**config.mk**
```make
export PLATFORM = sky130hd
export DESIGN_NAME = sdram_mem_tester
export DESIGN_NICKNAME = d
export VERILOG_FILES = /design/src/rtl/sdram_test_pkg.sv /design/src/rtl/sdram_pattern_gen.sv /design/src/rtl/sdram_mem_tester.sv
export SDC_FILE = /design/constraint.sdc
export NUM_CORES = 1
export LEC_CHECK = 0
export CAP_MARGIN = 25
export CORE_MARGIN = 10
export CORE_UTILIZATION = 49
export CTS_CLUSTER_DIAMETER = 60
export DETAILED_ROUTE_END_ITERATION = 12
export GPL_TIMING_DRIVEN = 0
export PLACE_DENSITY = 0.86
export SLEW_MARGIN = 10
export SYNTH_ARGS = -nofsm -noshare
export SYNTH_HDL_FRONTEND = slang
export SYNTH_SLANG_ARGS = --single-unit
export TNS_END_PERCENT = 50
```
**constraint.sdc**
```tcl
create_clock -name clock_50_i -period 7.8 [get_ports clock_50_i]
set_input_delay 1.56 -clock clock_50_i [delete_from_list [all_inputs] [get_ports clock_50_i]]
set_output_delay 1.56 -clock clock_50_i [all_outputs]
set_load 0.02 [all_outputs]
```
**src/rtl/sdram_test_pkg.sv**
```systemverilog
// Shared definitions for the SDRAM traffic generator/checker.
//   - mode_e      : data pattern selection
//   - state_e     : sequencer states
//   - LFSR_TAPS   : Galois feedback mask for x^32 + x^22 + x^2 + x + 1
//   - lfsr_next   : one Galois LFSR step (right-shifting form)
//   - gen_pattern : data word for an address / LFSR state, PAT_MAX_W wide;
//                   callers truncate the result to their own data width.
package sdram_test_pkg;

  typedef enum logic [1:0] {
    MODE_ADDR  = 2'd0,  // data = address
    MODE_NADDR = 2'd1,  // data = ~address
    MODE_LFSR  = 2'd2,  // data = LFSR state
    MODE_WALK1 = 2'd3   // data = 1 << (address mod data width)
  } mode_e;

  typedef enum logic [2:0] {
    ST_IDLE    = 3'd0,
    ST_WR_REQ  = 3'd1,
    ST_WR_WAIT = 3'd2,
    ST_RD_REQ  = 3'd3,
    ST_RD_WAIT = 3'd4,
    ST_CHECK   = 3'd5,
    ST_DONE    = 3'd6
  } state_e;

  // Taps 32,22,2,1 map to bits 31,21,1,0 in the right-shifting Galois form.
  localparam logic [31:0] LFSR_TAPS = 32'h8020_0003;

  // Widest data word the pattern function can produce.
  localparam int PAT_MAX_W = 64;

  function automatic logic [31:0] lfsr_next(input logic [31:0] s);
    logic [31:0] n;
    n = s >> 1;
    if (s[0]) begin
      n = n ^ LFSR_TAPS;
    end
    return n;
  endfunction

  function automatic logic [PAT_MAX_W-1:0] gen_pattern(
    input logic [1:0]           mode,
    input logic [PAT_MAX_W-1:0] addr,
    input logic [31:0]          lfsr,
    input int unsigned          data_w
  );
    logic [PAT_MAX_W-1:0] one;
    logic [PAT_MAX_W-1:0] w;
    one = PAT_MAX_W'(1);
    w   = PAT_MAX_W'(data_w);
    case (mode_e'(mode))
      MODE_ADDR:  return addr;
      MODE_NADDR: return ~addr;
      MODE_LFSR:  return PAT_MAX_W'(lfsr);
      default:    return one << (addr % w);
    endcase
  endfunction

endpackage

```
**src/rtl/sdram_pattern_gen.sv**
```systemverilog
// Pattern source shared by the write and read phases.
// Holds the 32-bit LFSR and produces the data word for the current address.
// Ports:
//   clk_i      clock
//   rst_i      asynchronous active-high reset (LFSR returns to seed)
//   reseed_i   reload LFSR with LFSR_SEED (has priority over step_i)
//   step_i     advance LFSR by one Galois step
//   mode_i     pattern mode (see mode_e)
//   addr_i     current address
//   pattern_o  combinational data word for addr_i / current LFSR state
module sdram_pattern_gen
  import sdram_test_pkg::*;
#(
  parameter int          DATA_W    = 32,
  parameter int          ADDR_W    = 24,
  parameter logic [31:0] LFSR_SEED = 32'hACE1_1234
) (
  input  logic              clk_i,
  input  logic              rst_i,
  input  logic              reseed_i,
  input  logic              step_i,
  input  logic [1:0]        mode_i,
  input  logic [ADDR_W-1:0] addr_i,
  output logic [DATA_W-1:0] pattern_o
);

  logic [31:0] lfsr_q;
  logic [31:0] lfsr_d;

  always_comb begin
    lfsr_d = lfsr_q;
    if (reseed_i) begin
      lfsr_d = LFSR_SEED;
    end else if (step_i) begin
      lfsr_d = lfsr_next(lfsr_q);
    end
  end

  always_ff @(posedge clk_i or posedge rst_i) begin
    if (rst_i) begin
      lfsr_q <= LFSR_SEED;
    end else begin
      lfsr_q <= lfsr_d;
    end
  end

  // Address is zero-extended into the wide pattern and the result truncated,
  // so narrow/wide DATA_W versus ADDR_W both behave sensibly.
  assign pattern_o = DATA_W'(gen_pattern(mode_i, PAT_MAX_W'(addr_i), lfsr_q, DATA_W));

endmodule

```
**src/rtl/sdram_mem_tester.sv**
```systemverilog
// SDRAM traffic generator and checker driving the request side of an SDRAM
// controller. Each pass writes a pattern over [addr_first_i, addr_last_i],
// then reads the window back and compares against the regenerated pattern.
// Ports:
//   clock_50_i           system clock (rising edge)
//   rst_i                asynchronous active-high reset
//   start_i              one-cycle start pulse, honoured in IDLE/DONE only
//   mode_i               pattern mode, sampled on start
//   addr_first_i/last_i  inclusive address window, sampled on start
//   loop_en_i            keep repeating passes
//   stop_i               abort at the next request boundary
//   stop_on_err_i        finish on first miscompare
//   req_write_o/req_read_o, address_o, data_in_o  controller request side
//   data_out_i, data_valid_i, write_complete_i    controller response side
//   busy_o, done_o, pass_ok_o, timeout_o          status
//   err_count_o, first_err_addr_o, first_err_data_o, pass_count_o  results
module sdram_mem_tester
  import sdram_test_pkg::*;
#(
  parameter int          DATA_W    = 32,
  parameter int          ADDR_W    = 24,
  parameter int          ERR_W     = 16,
  parameter int          TIMEOUT   = 4096,
  parameter logic [31:0] LFSR_SEED = 32'hACE1_1234
) (
  input  logic              clock_50_i,
  input  logic              rst_i,
  input  logic              start_i,
  input  logic [1:0]        mode_i,
  input  logic [ADDR_W-1:0] addr_first_i,
  input  logic [ADDR_W-1:0] addr_last_i,
  input  logic              loop_en_i,
  input  logic              stop_i,
  input  logic              stop_on_err_i,
  output logic              req_write_o,
  output logic              req_read_o,
  output logic [ADDR_W-1:0] address_o,
  output logic [DATA_W-1:0] data_in_o,
  input  logic [DATA_W-1:0] data_out_i,
  input  logic              data_valid_i,
  input  logic              write_complete_i,
  output logic              busy_o,
  output logic              done_o,
  output logic              pass_ok_o,
  output logic              timeout_o,
  output logic [ERR_W-1:0]  err_count_o,
  output logic [ADDR_W-1:0] first_err_addr_o,
  output logic [DATA_W-1:0] first_err_data_o,
  output logic [15:0]       pass_count_o
);

  localparam int               TMR_W    = $clog2(TIMEOUT) + 1;
  localparam logic [TMR_W-1:0] TMR_LAST = TMR_W'(TIMEOUT - 1);

  state_e            state_q, state_d;
  logic [ADDR_W-1:0] addr_q, addr_d;
  logic [ADDR_W-1:0] first_q, first_d;
  logic [ADDR_W-1:0] last_q, last_d;
  logic [1:0]        mode_q, mode_d;
  logic [TMR_W-1:0]  timer_q, timer_d;
  logic [ERR_W-1:0]  err_q, err_d;
  logic              to_q, to_d;
  logic              bad_q, bad_d;      // window was empty (last < first)
  logic [ADDR_W-1:0] ferr_addr_q, ferr_addr_d;
  logic [DATA_W-1:0] ferr_data_q, ferr_data_d;
  logic [DATA_W-1:0] rdata_q, rdata_d;
  logic [15:0]       pass_cnt_q, pass_cnt_d;
  logic              wc_prev_q, dv_prev_q;

  logic              wc_rise, dv_rise;
  logic              lfsr_reseed, lfsr_step;
  logic              at_last, mismatch, timer_expired;
  logic [DATA_W-1:0] pattern;

  sdram_pattern_gen #(
    .DATA_W    (DATA_W),
    .ADDR_W    (ADDR_W),
    .LFSR_SEED (LFSR_SEED)
  ) u_pattern_gen (
    .clk_i     (clock_50_i),
    .rst_i     (rst_i),
    .reseed_i  (lfsr_reseed),
    .step_i    (lfsr_step),
    .mode_i    (mode_q),
    .addr_i    (addr_q),
    .pattern_o (pattern)
  );

  // A strobe held high counts once: only the 0->1 transition is an event.
  assign wc_rise       = write_complete_i & ~wc_prev_q;
  assign dv_rise       = data_valid_i & ~dv_prev_q;
  // Equality test before incrementing keeps a window ending at the top of
  // the address space from wrapping.
  assign at_last       = (addr_q == last_q);
  assign mismatch      = (rdata_q != pattern);
  assign timer_expired = (timer_q >= TMR_LAST);

  // State and datapath registers
  always_ff @(posedge clock_50_i or posedge rst_i) begin
    if (rst_i) begin
      state_q     <= ST_IDLE;
      addr_q      <= '0;
      first_q     <= '0;
      last_q      <= '0;
      mode_q      <= '0;
      timer_q     <= '0;
      err_q       <= '0;
      to_q        <= 1'b0;
      bad_q       <= 1'b0;
      ferr_addr_q <= '0;
      ferr_data_q <= '0;
      rdata_q     <= '0;
      pass_cnt_q  <= '0;
      wc_prev_q   <= 1'b0;
      dv_prev_q   <= 1'b0;
    end else begin
      state_q     <= state_d;
      addr_q      <= addr_d;
      first_q     <= first_d;
      last_q      <= last_d;
      mode_q      <= mode_d;
      timer_q     <= timer_d;
      err_q       <= err_d;
      to_q        <= to_d;
      bad_q       <= bad_d;
      ferr_addr_q <= ferr_addr_d;
      ferr_data_q <= ferr_data_d;
      rdata_q     <= rdata_d;
      pass_cnt_q  <= pass_cnt_d;
      wc_prev_q   <= write_complete_i;
      dv_prev_q   <= data_valid_i;
    end
  end

  // Next-state and datapath update
  always_comb begin
    state_d     = state_q;
    addr_d      = addr_q;
    first_d     = first_q;
    last_d      = last_q;
    mode_d      = mode_q;
    timer_d     = timer_q;
    err_d       = err_q;
    to_d        = to_q;
    bad_d       = bad_q;
    ferr_addr_d = ferr_addr_q;
    ferr_data_d = ferr_data_q;
    rdata_d     = rdata_q;
    pass_cnt_d  = pass_cnt_q;
    lfsr_reseed = 1'b0;
    lfsr_step   = 1'b0;

    case (state_q)
      ST_IDLE, ST_DONE: begin
        if (start_i) begin
          first_d     = addr_first_i;
          last_d      = addr_last_i;
          addr_d      = addr_first_i;
          mode_d      = mode_i;
          err_d       = '0;
          to_d        = 1'b0;
          ferr_addr_d = '0;
          ferr_data_d = '0;
          pass_cnt_d  = '0;
          lfsr_reseed = 1'b1;
          bad_d       = (addr_last_i < addr_first_i);
          state_d     = (addr_last_i < addr_first_i) ? ST_DONE : ST_WR_REQ;
        end
      end

      ST_WR_REQ: begin
        timer_d = '0;
        state_d = stop_i ? ST_DONE : ST_WR_WAIT;
      end

      ST_WR_WAIT: begin
        if (wc_rise) begin
          if (at_last) begin
            addr_d      = first_q;
            lfsr_reseed = 1'b1;
            state_d     = ST_RD_REQ;
          end else begin
            addr_d    = addr_q + ADDR_W'(1);
            lfsr_step = 1'b1;
            state_d   = ST_WR_REQ;
          end
        end else if (timer_expired) begin
          to_d    = 1'b1;
          state_d = ST_DONE;
        end else begin
          timer_d = timer_q + TMR_W'(1);
        end
      end

      ST_RD_REQ: begin
        timer_d = '0;
        state_d = stop_i ? ST_DONE : ST_RD_WAIT;
      end

      ST_RD_WAIT: begin
        if (dv_rise) begin
          rdata_d = data_out_i;
          state_d = ST_CHECK;
        end else if (timer_expired) begin
          to_d    = 1'b1;
          state_d = ST_DONE;
        end else begin
          timer_d = timer_q + TMR_W'(1);
        end
      end

      ST_CHECK: begin
        if (mismatch) begin
          if (err_q != '1) begin
            err_d = err_q + ERR_W'(1);
          end
          // The counter saturates and never returns to zero, so zero
          // identifies the first miscompare of the run.
          if (err_q == '0) begin
            ferr_addr_d = addr_q;
            ferr_data_d = rdata_q;
          end
        end
        if (mismatch && stop_on_err_i) begin
          state_d = ST_DONE;
        end else if (at_last) begin
          pass_cnt_d  = pass_cnt_q + 16'd1;
          addr_d      = first_q;
          lfsr_reseed = 1'b1;
          state_d     = (loop_en_i && !stop_i) ? ST_WR_REQ : ST_DONE;
        end else begin
          addr_d    = addr_q + ADDR_W'(1);
          lfsr_step = 1'b1;
          state_d   = ST_RD_REQ;
        end
      end

      default: state_d = ST_IDLE;
    endcase
  end

  // Outputs. Requests decode straight from the state register so an
  // asynchronous reset drops them at once; stop_i suppresses the request
  // in the same cycle the sequencer decides to abort.
  always_comb begin
    req_write_o = 1'b0;
    req_read_o  = 1'b0;
    busy_o      = 1'b1;
    done_o      = 1'b0;
    case (state_q)
      ST_IDLE:   busy_o = 1'b0;
      ST_DONE: begin
        busy_o = 1'b0;
        done_o = 1'b1;
      end
      ST_WR_REQ: req_write_o = ~stop_i;
      ST_RD_REQ: req_read_o  = ~stop_i;
      default:   ;
    endcase
    pass_ok_o = done_o && (err_q == '0) && !to_q && !bad_q;
  end

  assign address_o        = addr_q;
  assign data_in_o        = pattern;
  assign timeout_o        = to_q;
  assign err_count_o      = err_q;
  assign first_err_addr_o = ferr_addr_q;
  assign first_err_data_o = ferr_data_q;
  assign pass_count_o     = pass_cnt_q;

endmodule

```
==> results of run 1 <==
registers in the layout, summed over array words and instances, names as in the netlist, 2 cells and up:
name	flops
first_err_data_o	32
rdata_q	32
u_pattern_gen.lfsr_q	32
address_o	24
first_err_addr_o	24
first_q	24
last_q	24
err_count_o	16
pass_count_o	16
timer_q	13
state_q	3
mode_q	2
how the worst max path moves through the flow:
stage          cells after the start             to  slack [ns]            start
2_1_floorplan                      1   address_o[0]        3.02            rst_i
3_3_place_gp                       2  address_o[11]        1.26            rst_i
3_5_place_dp                      12     state_q[0]        2.52  addr_first_i[5]
4_1_cts                            7   data_in_o[6]        2.41     address_o[0]
5_1_grt                            7   data_in_o[6]        2.26     address_o[0]
6_report                           7   data_in_o[6]        2.35     address_o[0]
metrics by stage:
step	power, W	cell area, um^2	hold slack (ns)	setup WS, ns	std cells
floorplan	0.004715	14480	0.4406	3.019	1694
global placement	0.006624	17350	0.4524	1.264	2317
CTS	0.007975	18370	0.4784	2.406	2374
global route	0.008463	18370	0.5068	2.256	2374
finish	0.008090	18370	0.4791	2.347	2374
detailed placement	0.006690	17490	0.4644	2.525	2324
placed cells by master, fill, tap and decap left out, types with 13 or more instances in the layout:
cell,n
a211oi_1,31
a21oi_1,64
and3_1,18
buf_2,29
clkbuf_1,80
clkbuf_16,27
clkdlybuf4s50_1,239
dfrtp_1,233
dfstp_2,13
ha_1,33
inv_1,64
mux2i_1,56
nand2_1,387
nand2b_1,16
nand3_1,32
nand4_1,33
nor2_1,90
nor2b_1,19
nor4_1,16
o21ai_0,131
o21ai_1,32
or3_1,15
xnor2_1,18
xor2_1,41
cell type report:
type,count,area (um^2),area share (%)
Timing Repair Buffer,246,2532,13.79
Tap cell,384,480.5,2.616
Inverter,66,251.5,1.369
Sequential cell,246,6172,33.61
Clock buffer,37,733.2,3.992
Clock inverter,13,141.4,0.7698
Buffer,128,633.1,3.447
Multi-Input combinational cell,1254,7422,40.41
cell families after synthesis:
group / count (synthesis) / synth area share, %
multiplexers: 69 / 4.884
flip-flops: 246 / 42.64
adder cells (fa/ha/maj): 33 / 2.852
buffers and inverters: 194 / 6.085
XOR/XNOR: 59 / 3.570
AO/OA/AOI/OAI: 400 / 17.88
AND/OR/NAND/NOR: 693 / 22.08
power breakdown:
part | internal (W) | total, W | switching (W)
Clock | 0.000730 | 0.00127 | 0.000541
Sequential | 0.00177 | 0.00232 | 0.000548
Combinational | 0.00165 | 0.00450 | 0.00285
Total | 0.00415 | 0.00809 | 0.00394
critical path: cells and delay by family, from the launching register on:
kind	cells	cell delay [ns]
buffers and inverters	3	1.40
and+or+nand+nor	2	0.91
AOI/OAI and AO/OA	1	0.15
adders and majority gates	1	0.43
DFF	1	0.44
per-layer routing:
layer  routed length, um  global-route usage (%)
met5                   0                       0
met4                3141                   14.99
met3                6413                   7.472
met2               27040                   50.49
met1               22830                   39.96
==> flow_summary.yaml, run 1 <==
run_status:
  outcome: "finished clean"
worst_setup_path:
  r2r_start: "address_o[0]"
  r2r_slack_ns: 2.56
  crit_path_end_kind: "output port"
  r2r_cells: 14
  cp_slowest_cell: "clkdlybuf4s50_1"
  max_stage_delay_ns: 0.67
  worstPathMaxFanout: 9
  worstSetupPathType: "flop to output port"
  crit_arrival_ns: 3.89
  r2r-end: "u_pattern_gen.lfsr_q[15]"
  critPathLaunchType: "flop"
  critPathRequiredTime_ns: 6.24
  cp_cell_sequence: "clkbuf_1, inv_1, ha_1, nor4bb_1, a21oi_1, nor2_1, clkdlybuf4s50_1"
logic_synthesis:
  postSynth.asyncResetShare_pct: 100.0
  synth_edf_count: 0
  synthTopCellsByArea: "dfrtp_1 40%, nand2_1 10%, o21ai_0 4.5%"
  synth_fp_nets: 1817
  synth_cell_types: 88
  synth_cells: 1694
  synth_top_area_cell: "dfrtp_1"
  ys_ff_latch: 246
  synth_top_cell_area_share_pct: 40.28
  avgSynthCellArea_um2: 8.545
  ys_warn_count: 0
  synth_seq_area_share_pct: 42.64
  synth_common_cells: "387 x nand2_1, 233 x dfrtp_1, 131 x o21ai_0"
  syn_area_um2: 14480
  synth.most_common_cell: "nand2_1"
  ys.flop_type: "dfrtp_1"
layout:
  fill_cells: 2414
  area_delta_synth_final_pct: 26.88
  drive_gt1_share_pct: 7.337
  finish.utilization_pct: 63.47
  final_net_count: 2092
  diodes: 0
power:
  p_leak_nw: 8.195
  vdd_ir_drop_max_v: 0.0002559
  power.density_nw_per_um2: 440.5
routing:
  vias: 14760
  wl_um: 59420
  drc_errors: 0
  drt_iter0_markers: 1768
  dr.pass1.iters: 6
  postRouteAntennaNets: 0
  vias_per_cell: 6.216
  wl_per_cell_um: 25.03
floorplanning:
  ios: 240
  rows: 62
  coreArea_um2: 28940
  die_area_um2: 36820
  die_height_um: 191.9
  die_x_um: 191.9
  start_util_pct: 50.03
global_routing:
  grt_start_max_net_pins: 39
  grtUsageTotal_pct: 31.71
  grt_pass1_wl_um: 90490
  antenna_found_initial: 0
  grt_pass1_vias: 14840
  overflow: 0
sta:
  setup_viol: 0
  clock.fmax_ghz: 0.1834
  slew_violations: 0
  period_needed_ns: 5.453
  fin_tns_setup_ns: 0
  fin_crit_sh_pct: 69.91
  relSlewSlack_pct: 24.68
  rsz0062_at_grt: "false"
  hold_viol: 0
  skew_ns: 0.01722
  tightestPinTransition_ns: 1.130
clocking:
  post_cts_buffers: 0
  ctsHoldBuffers: 0
  insertion_delay_ns: 0.55
  numClockSinks: 246
  clk_pin_slew_worst_paths_ns: 0.07
  cts_buffers: 27
  h-tree-depth: 1
  cts_tree: "yes"
  cts_buffer_depth: 3
  cts.root.buffer_cell: "clkbuf_16"
  postCtsResizedCells: 0
worst_hold_path:
  worstHoldPathType: "flop to flop"
  hp-start: "first_q[11]"
  min_delay_path_depth: 2
  worstHoldEndpoint: "first_q[11]"
placement:
  gp_congestion: 1.017
  dp_hpwl_um: 45630
  port_buffers: 239
job:
  max_cap_violations: 0
No activity file was read; power rests on OpenSTA's default activity.
==> run 2, diff against run 1 <==
Clock period 7.8 ns to 4.87 ns, I/O delays scaled along.
==> run 2 against run 1 <==
- global-route usage is essentially flat
- sequential cell count is the same
- clock-buffer cell count unchanged
- via count hardly changed
- sequential share of layout area decreased by 0.073 points
- worst hold slack worse by 0.00055 ns
- critical path type is now flop to flop
==> flow_summary.yaml, run 2 (synthesis gave the netlist of run 1 again) <==
sta:
  fin_tns_setup_ns: 0
  skew_ns: 0.01986
  clock.fmax_ghz: 0.2171
  tightestPinTransition_ns: 1.172
  period_needed_ns: 4.607
  whs_ns: 0.4785
  slew_violations: 0
  hold_viol: 0
  fin_crit_sh_pct: 94.60
  relSlewSlack_pct: 21.84
  setup_viol: 0
  rsz0062_at_grt: "false"
routing:
  wl_um: 59250
  vias: 14770
  drc_errors: 0
  postRouteAntennaNets: 0
  wl_per_cell_um: 24.96
  dr.pass1.iters: 6
  drt_iter0_markers: 1761
  vias_per_cell: 6.222
worst_setup_path:
  worstSetupPathType: "flop to flop"
  critPathLaunchType: "flop"
  r2r_cells: 16
  crit_path_end_kind: "flop"
  critPathRequiredTime_ns: 5.27
  r2r-end: "address_o[22]"
  cp_cell_sequence: "buf_2, buf_2, clkbuf_4, inv_1, ha_1, nand2_1, a311oi_1, o2111ai_1, nor4_1, and4_1, clkbuf_4, a31oi_2, buf_2, buf_2, nand2_1, o21ai_1"
  crit_arrival_ns: 5.01
  worstPathMaxFanout: 10
  critPathBufInv: 7
  crit_family: "buffers and inverters"
  r2r_start: "address_o[2]"
  max_stage_delay_ns: 0.49
  cp_slowest_cell: "dfrtp_2"
  crit_top_cell: "buf_2"
  r2r_slack_ns: 0.26
global_routing:
  grt_pass1_wl_um: 90400
  top_usage_layer: "met2"
  grtUsageTotal_pct: 31.70
  grtUsageMet2_pct: 50.49
  grt_pass1_vias: 14850
  grt_use_met3_pct: 7.690
  antenna_found_initial: 0
  grt_start_max_net_pins: 39
  overflow: 0
  grtUsageMet1_pct: 39.77
layout:
  mostFrequentLayoutCell: "nand2_1"
  mostFrequentLayoutCells: "387 x nand2_1, 239 x clkdlybuf4s50_1, 232 x dfrtp_1"
  layoutNonFillerInstCount: 2374
  multi_input_area_um2: 7461
  final_net_count: 2092
  fill_cells: 2414
  area_delta_synth_final_pct: 27.19
  diodes: 0
  finish.utilization_pct: 63.63
  drive_gt1_share_pct: 7.638
  ff_latch_area_um2: 6173
power:
  power.density_nw_per_um2: 704.6
  vdd_ir_drop_max_v: 0.0004100
  p_leak_nw: 8.206
  fin_total_pwr_w: 0.01297
clocking:
  cts_tree: "yes"
  insertion_delay_ns: 0.55
  cts.root.buffer_cell: "clkbuf_16"
  numClockSinks: 246
  h-tree-depth: 1
  cts_buffers: 27
  ctsHoldBuffers: 0
  cts_buffer_depth: 3
  clk_pin_slew_worst_paths_ns: 0.07
floorplanning:
  die_area_um2: 36820
  coreArea_um2: 28940
  rows: 62
  die_x_um: 191.9
  start_util_pct: 50.03
  ios: 240
  die_height_um: 191.9
run_status:
  outcome: "finished clean"
placement:
  dp_hpwl_um: 45630
  dp.cells: 2324
  port_buffers: 239
  gp_congestion: 1.017
job:
  max_cap_violations: 0
worst_hold_path:
  min_delay_path_depth: 2
  worstHoldEndpoint: "first_q[11]"
  hp-start: "first_q[11]"
  worstHoldPathType: "flop to flop"
==> run 2: repair_timing <==
action / in CTS / in global routing
buffers inserted: 0 / 0
endpoints found under the hold margin: 0 / 0
gates resized for setup: 2 / 8
setup endpoints to repair: 69 / 83
pin swaps: 0 / 0
==> run 2: final cells by class <==
| type | count | share of cell area [%] |
|---|---|---|
| inverter | 66 | 1.366 |
| clock buffer | 37 | 3.983 |
| buffer | 128 | 3.459 |
| multi-input combinational | 1254 | 40.53 |
| sequential | 246 | 33.53 |
| timing repair buffer | 246 | 13.76 |
| tap | 384 | 2.610 |
| clock inverter | 13 | 0.7680 |
==> run 2: per-layer routing <==
| layer | up-vias | share of wire [%] |
|---|---|---|
| li1 | 6452 | - |
| met1 | 7144 | 39 |
| met2 | 969 | 45 |
| met3 | 205 | 11 |
| met4 | 0 | 5.7 |
| met5 | - | 0 |
==> run 2: where the power goes <==
part | switching [W] | total (W) | internal [W]
clock network | 0.000862 | 0.00203 | 0.00117
logic | 0.00457 | 0.00723 | 0.00267
registers | 0.000870 | 0.00371 | 0.00284
==> run 2: through the flow <==
step,setup slack [ns],instance area (um^2)
finish,0.2629,18410
detailed placement,-0.1793,17490
CTS,0.1064,18380
global route,0.03757,18410
floorplan,0.6749,14480
global placement,-1.080,17350
==> run 2: worst max path at each step <==
stage / startpoint / end / cells past startpoint / slack (ns)
floorplan: rst_i / address_o[0] / 1 / 0.67
global placement: rst_i / address_o[11] / 2 / -1.08
detailed placement: address_o[0] / address_o[20] / 15 / -0.18
CTS: address_o[0] / address_o[22] / 15 / 0.11
global route: address_o[2] / address_o[22] / 17 / 0.04
finish: address_o[2] / address_o[22] / 16 / 0.26
==> run 2: worst min-delay path, cell delays in order (launching register included) <==
cell	delay, ns
dfrtp_1	0.34
nand2_1	0.05
o21ai_0	0.06
